--- src/rtl/ov7670_capture_scaler.sv ---
// OV7670 byte-stream capture: pairs bytes into 12-bit pixels, decimates 1:1/1:2/1:4,
// and writes a packed image into one of two ping-pong frame-buffer banks.
module ov7670_capture_scaler #(
    parameter int SRC_WIDTH  = 640,
    parameter int SRC_HEIGHT = 480,
    parameter int ADDR_W     = 19
) (
    input  logic              pclk,
    input  logic              rst_n,
    input  logic              vsync,
    input  logic              href,
    input  logic [7:0]        din,
    input  logic              fmt,
    input  logic [1:0]        decim,
    input  logic              pause,
    output logic [ADDR_W-1:0] addr,
    output logic [11:0]       dout,
    output logic              we,
    output logic              bank,
    output logic              frame_done,
    output logic              line_err
);

    localparam int CW = ($clog2(SRC_WIDTH + 1) < 2) ? 2 : $clog2(SRC_WIDTH + 1);
    localparam int RW = ($clog2(SRC_HEIGHT + 1) < 2) ? 2 : $clog2(SRC_HEIGHT + 1);
    localparam logic [CW-1:0] W_LIM = CW'(SRC_WIDTH);
    localparam logic [RW-1:0] H_LIM = RW'(SRC_HEIGHT);

    typedef enum logic [1:0] {
        ST_SYNC   = 2'd0,
        ST_WAIT   = 2'd1,
        ST_ACTIVE = 2'd2,
        ST_SKIP   = 2'd3
    } state_t;

    state_t            state_q, state_d;
    logic              href_q, href_d;
    logic              phase_q, phase_d;
    logic [7:0]        hi_q, hi_d;
    logic [CW-1:0]     col_q, col_d;
    logic [RW-1:0]     row_q, row_d;
    logic              fmt_q, fmt_d;
    logic [1:0]        decim_q, decim_d;
    logic [ADDR_W-1:0] ptr_q, ptr_d;
    logic [ADDR_W-1:0] addr_q, addr_d;
    logic [11:0]       dout_q, dout_d;
    logic              we_q, we_d;
    logic              bank_q, bank_d;
    logic              frame_done_q, frame_done_d;
    logic              line_err_q, line_err_d;

    logic              capturing_s;
    logic [1:0]        mask_s;
    logic              keep_s;
    logic [11:0]       pix_s;

    // Pixel assembly, decimation test, next-state and output logic
    always_comb begin
        state_d      = state_q;
        href_d       = href;
        phase_d      = phase_q;
        hi_d         = hi_q;
        col_d        = col_q;
        row_d        = row_q;
        fmt_d        = fmt_q;
        decim_d      = decim_q;
        ptr_d        = ptr_q;
        addr_d       = addr_q;
        dout_d       = dout_q;
        we_d         = 1'b0;
        bank_d       = bank_q;
        frame_done_d = 1'b0;
        line_err_d   = line_err_q;

        case (decim_q)
            2'd0:    mask_s = 2'b00;
            2'd1:    mask_s = 2'b01;
            default: mask_s = 2'b11;
        endcase

        keep_s = (row_q < H_LIM) && ((col_q[1:0] & mask_s) == 2'b00)
                 && ((row_q[1:0] & mask_s) == 2'b00);

        if (fmt_q) begin
            pix_s = {hi_q[3:0], din};
        end else begin
            pix_s = {hi_q[7:4], hi_q[2:0], din[7], din[4:1]};
        end

        // A rising vsync ends the frame immediately, so bytes seen with vsync high are ignored.
        capturing_s = ((state_q == ST_ACTIVE) || (state_q == ST_SKIP)) && !vsync;

        case (state_q)
            ST_SYNC: begin
                if (vsync) begin
                    state_d = ST_WAIT;
                end else begin
                    state_d = ST_SYNC;
                end
            end
            ST_WAIT: begin
                if (!vsync) begin
                    state_d = pause ? ST_SKIP : ST_ACTIVE;
                    fmt_d   = fmt;
                    decim_d = decim;
                    col_d   = {CW{1'b0}};
                    row_d   = {RW{1'b0}};
                    ptr_d   = {ADDR_W{1'b0}};
                end else begin
                    state_d = ST_WAIT;
                end
            end
            ST_ACTIVE: begin
                if (vsync) begin
                    state_d      = ST_WAIT;
                    frame_done_d = 1'b1;
                    bank_d       = ~bank_q;
                end else begin
                    state_d = ST_ACTIVE;
                end
            end
            ST_SKIP: begin
                if (vsync) begin
                    state_d = ST_WAIT;
                end else begin
                    state_d = ST_SKIP;
                end
            end
            default: begin
                state_d = ST_SYNC;
            end
        endcase

        if (capturing_s) begin
            if (href) begin
                if (!phase_q) begin
                    hi_d    = din;
                    phase_d = 1'b1;
                end else begin
                    phase_d = 1'b0;
                    // Column saturates at the limit so overlong lines never wrap back into range.
                    if (col_q < W_LIM) begin
                        col_d = col_q + CW'(1);
                        if ((state_q == ST_ACTIVE) && keep_s) begin
                            we_d   = 1'b1;
                            addr_d = ptr_q;
                            dout_d = pix_s;
                            ptr_d  = ptr_q + ADDR_W'(1);
                        end else begin
                            we_d = 1'b0;
                        end
                    end else begin
                        line_err_d = line_err_q | (state_q == ST_ACTIVE);
                    end
                end
            end else begin
                phase_d = 1'b0;
                if (href_q) begin
                    col_d = {CW{1'b0}};
                    if (row_q < H_LIM) begin
                        row_d = row_q + RW'(1);
                    end else begin
                        row_d = row_q;
                    end
                end else begin
                    col_d = col_q;
                end
            end
        end else begin
            phase_d = 1'b0;
        end
    end

    // State and datapath registers
    always_ff @(posedge pclk or negedge rst_n) begin
        if (!rst_n) begin
            state_q      <= ST_SYNC;
            href_q       <= 1'b0;
            phase_q      <= 1'b0;
            hi_q         <= 8'h00;
            col_q        <= {CW{1'b0}};
            row_q        <= {RW{1'b0}};
            fmt_q        <= 1'b0;
            decim_q      <= 2'd0;
            ptr_q        <= {ADDR_W{1'b0}};
            addr_q       <= {ADDR_W{1'b0}};
            dout_q       <= 12'h000;
            we_q         <= 1'b0;
            bank_q       <= 1'b0;
            frame_done_q <= 1'b0;
            line_err_q   <= 1'b0;
        end else begin
            state_q      <= state_d;
            href_q       <= href_d;
            phase_q      <= phase_d;
            hi_q         <= hi_d;
            col_q        <= col_d;
            row_q        <= row_d;
            fmt_q        <= fmt_d;
            decim_q      <= decim_d;
            ptr_q        <= ptr_d;
            addr_q       <= addr_d;
            dout_q       <= dout_d;
            we_q         <= we_d;
            bank_q       <= bank_d;
            frame_done_q <= frame_done_d;
            line_err_q   <= line_err_d;
        end
    end

    assign addr       = addr_q;
    assign dout       = dout_q;
    assign we         = we_q;
    assign bank       = bank_q;
    assign frame_done = frame_done_q;
    assign line_err   = line_err_q;

endmodule

--- config.mk ---
export PLATFORM = sky130hd
export DESIGN_NAME = ov7670_capture_scaler
export DESIGN_NICKNAME = d
export VERILOG_FILES = /design/src/rtl/ov7670_capture_scaler.sv
export SDC_FILE = /design/constraint.sdc
export NUM_CORES = 1
export LEC_CHECK = 0
export ABC_AREA = 1
export CAP_MARGIN = 20
export CORE_MARGIN = 2
export CORE_UTILIZATION = 50
export DETAILED_ROUTE_END_ITERATION = 8
export PLACE_DENSITY = 0.75
export SLEW_MARGIN = 5
export SYNTH_ARGS = -nofsm -noshare
export SYNTH_HDL_FRONTEND = slang
export SYNTH_SLANG_ARGS = --single-unit
--- constraint.sdc ---
create_clock -name pclk -period 1.58 [get_ports pclk]
set_input_delay 0.158 -clock pclk [delete_from_list [all_inputs] [get_ports pclk]]
set_output_delay 0.158 -clock pclk [all_outputs]
set_load 0.05 [all_outputs]
==> run summary <==
DR vias/cell - 5.247
Worst EP required - 1890 ps
layout cells sized above 1 - 23.93%
syn_nets - 558
register area - 2202 um^2
Setup CP Type - reg2reg
capture point of the worst reg-to-reg path - ptr_q[7]
GP Congestion - 0.8692
Hold Crit Class - in2async
fin nets - 670
post-synthesis register bit count - 88
# port buffers - 50
failing checks - setup timing
Clock Sinks - 88
Post-Syn Area per Cell - 7.985 um^2
Design Power - 0.004979 W
HPWL after detailed placement - 7.259 mm
Worst Tran Pin Value - 461.5 ps
Core ar. - 8299 um^2
Vias - 3993
grt ovf - 0
Worst Setup End Kind - flip-flop
Worst Hold Slack - 213.8 ps
placed cell area - 5169 um^2
Post-synth EDFFs - 0
deepest clock path buffer count - 2
Die Ht - 96.78 um
setup TNS - -93.77 ps
worst rel slew slack - 69.23%
WL final - 10.67 mm
fmax - 0.6215 GHz
Diodes inserted - 0
Root Driver - clkbuf_8
Worst VDD drop - 0.6686 mV
CP startpoint kind - flip-flop
Final min period - 1609 ps
Yosys cell types - 37
Tcrit/Tclk final - 101.8%
I/O pins - 51
Max-Cap Viols - 0
Clock Skew - 9.797 ps
vias in the first global route - 3710
fin worst setup slack - -28.93 ps
Multi-input gate area - 1944 um^2
most frequent cells in the layout - nand2_1, buf_4, dfrtp_1
drt first pass iters - 5
Mapped Area - 4304 um^2
Routed wire per std cell - 14.02 um
reg-to-reg slack, setup - -30 ps
largest net degree at the start of global routing - 42
initial cell density of the core - 51.86%
die area - 9366 um^2
1st-iter DRT viols - 216
Synth Warn # - 0
area grow syn2layout - 32.99%
crit-path max FO - 11
final hold vios - 0
Die W - 96.78 um
RSZ-0062 raised after global routing - true
latest clock arrival within the worst-skew pair - 360 ps
R2R depth - 8
final slew viol count - 0
Worst R2R Start - col_q[1]
Post-route DRC - 0
fillers - 651
H-tree Lvls - 3
Final ANT Viol Nets - 0
Num CTS Buffers - 9
Total GRT Usage - 21.78%
status - complete, but fails checks
Arrival @ worst endpoint - 1920 ps
initial antenna violation count - 0
CTS tree - built
global-route wire length before repair - 16.87 mm
cell count after synthesis - 539
# rows - 33
Synth Flop Type - dfrtp_1
Leakage Power - 2.927 nW
commonest non-fill, non-tap cell in the layout - nand2_1
final setup fails - 5
Async SR Flop Fraction - 100.0%
clk slew on worst S/H paths - 100 ps
design area - 5724 um^2
register area share after synthesis - 51.16%
PD cells - 869.8 nW/um^2
-- layout make-up --
type	instances	share of cell area, %
multi-input cells	373	33.97
inverters	65	4.415
clock inverters	7	1.399
flip-flops and latches	88	38.47
well taps	105	2.295
clock buffers	9	2.164
repair buffers	114	17.29
-- sequential cells by signal (all words and copies together), names as in the netlist --
register,cells
addr,19
ptr_q,19
dout,12
col_q,10
row_q,9
hi_q,8
decim_q,2
state_q,2
bank,1
fmt_q,1
frame_done,1
href_q,1
line_err,1
phase_q,1
we,1
-- how the worst max path moves through the flow --
stage	startpoint	to	slack, ps
2_1_floorplan	col_q[0]	addr[0]	110
3_3_place_gp	href	ptr_q[5]	-60
3_5_place_dp	href	ptr_q[8]	-100
4_1_cts	ptr_q[1]	ptr_q[18]	-20
5_1_grt	col_q[1]	ptr_q[7]	-80
6_report	col_q[1]	ptr_q[7]	-30
-- layer usage --
| layer | track usage, % | part of all wire (%) |
|---|---|---|
| met3 | 3.685 | 5.3 |
| met1 | 29.48 | 44 |
| met5 | 0 | 0 |
| met4 | 7.801 | 2.2 |
| met2 | 35.52 | 48 |
-- logic make-up after synthesis --
logic type | count (synthesis) | share of synthesized area [%]
simple gates | 264 | 26.63
compound gates | 100 | 12.73
flops | 88 | 51.16
fa+ha+maj | 3 | 0.8722
xor+xnor | 5 | 1.017
buf+inv | 79 | 7.587
-- cell usage after synthesis, types with 3 or more instances --
cell / number / area (um^2)
a21oi_1: 11 / 55.05
buf_2: 3 / 15.01
buf_4: 3 / 22.52
clkbuf_1: 6 / 22.52
dfrtp_1: 88 / 2202
ha_1: 3 / 37.54
inv_1: 61 / 229.0
inv_2: 4 / 15.01
nand2_1: 165 / 619.3
nand3_1: 34 / 170.2
nand4_1: 5 / 31.28
nor2_1: 40 / 150.1
nor2_4: 4 / 45.04
nor3_1: 6 / 30.03
o21ai_0: 61 / 305.3
o21ai_1: 11 / 55.05
o22ai_1: 3 / 18.77
xor2_1: 5 / 43.79
-- report_power, final --
part | leakage [nW] | switching (W) | internal (W)
clock network | 0.0964 | 0.000861 | 0.000747
logic | 1.63 | 0.000529 | 0.000321
registers | 1.20 | 0.000120 | 0.00240
-- timing repair --
action / in CTS / in global routing
cloned: 0 / 3
pin swaps: 3 / 11
endpoints found under the hold margin: 54 / 0
hold buffers: 1 / 0
setup endpoints to repair: 41 / 59
gates resized for setup: 6 / 45
buffers inserted: 3 / 8
-- worst max-delay path, cell delays in order (launching register included) --
cell and delay [ps]:
dfrtp_1 450, o21ai_2 160, nand2_1 130, nor2_4 190, nand3_4 180, buf_12 190
o21ai_0 90, nand3_1 110, inv_1 60
-- stage by stage --
| stage | setup slack, ps | util [%] | instances |
|---|---|---|---|
| after global routing | -81.60 | 68.97 | 761 |
| final | -28.93 | 68.97 | 761 |
| after floorplan | 105.2 | - | 539 |
| after global placement | -58.30 | 62.28 | 730 |
| after detailed placement | -97.32 | 62.28 | 730 |
| after CTS | -21.45 | 65.34 | 750 |
(Power assumes the default switching activity.)
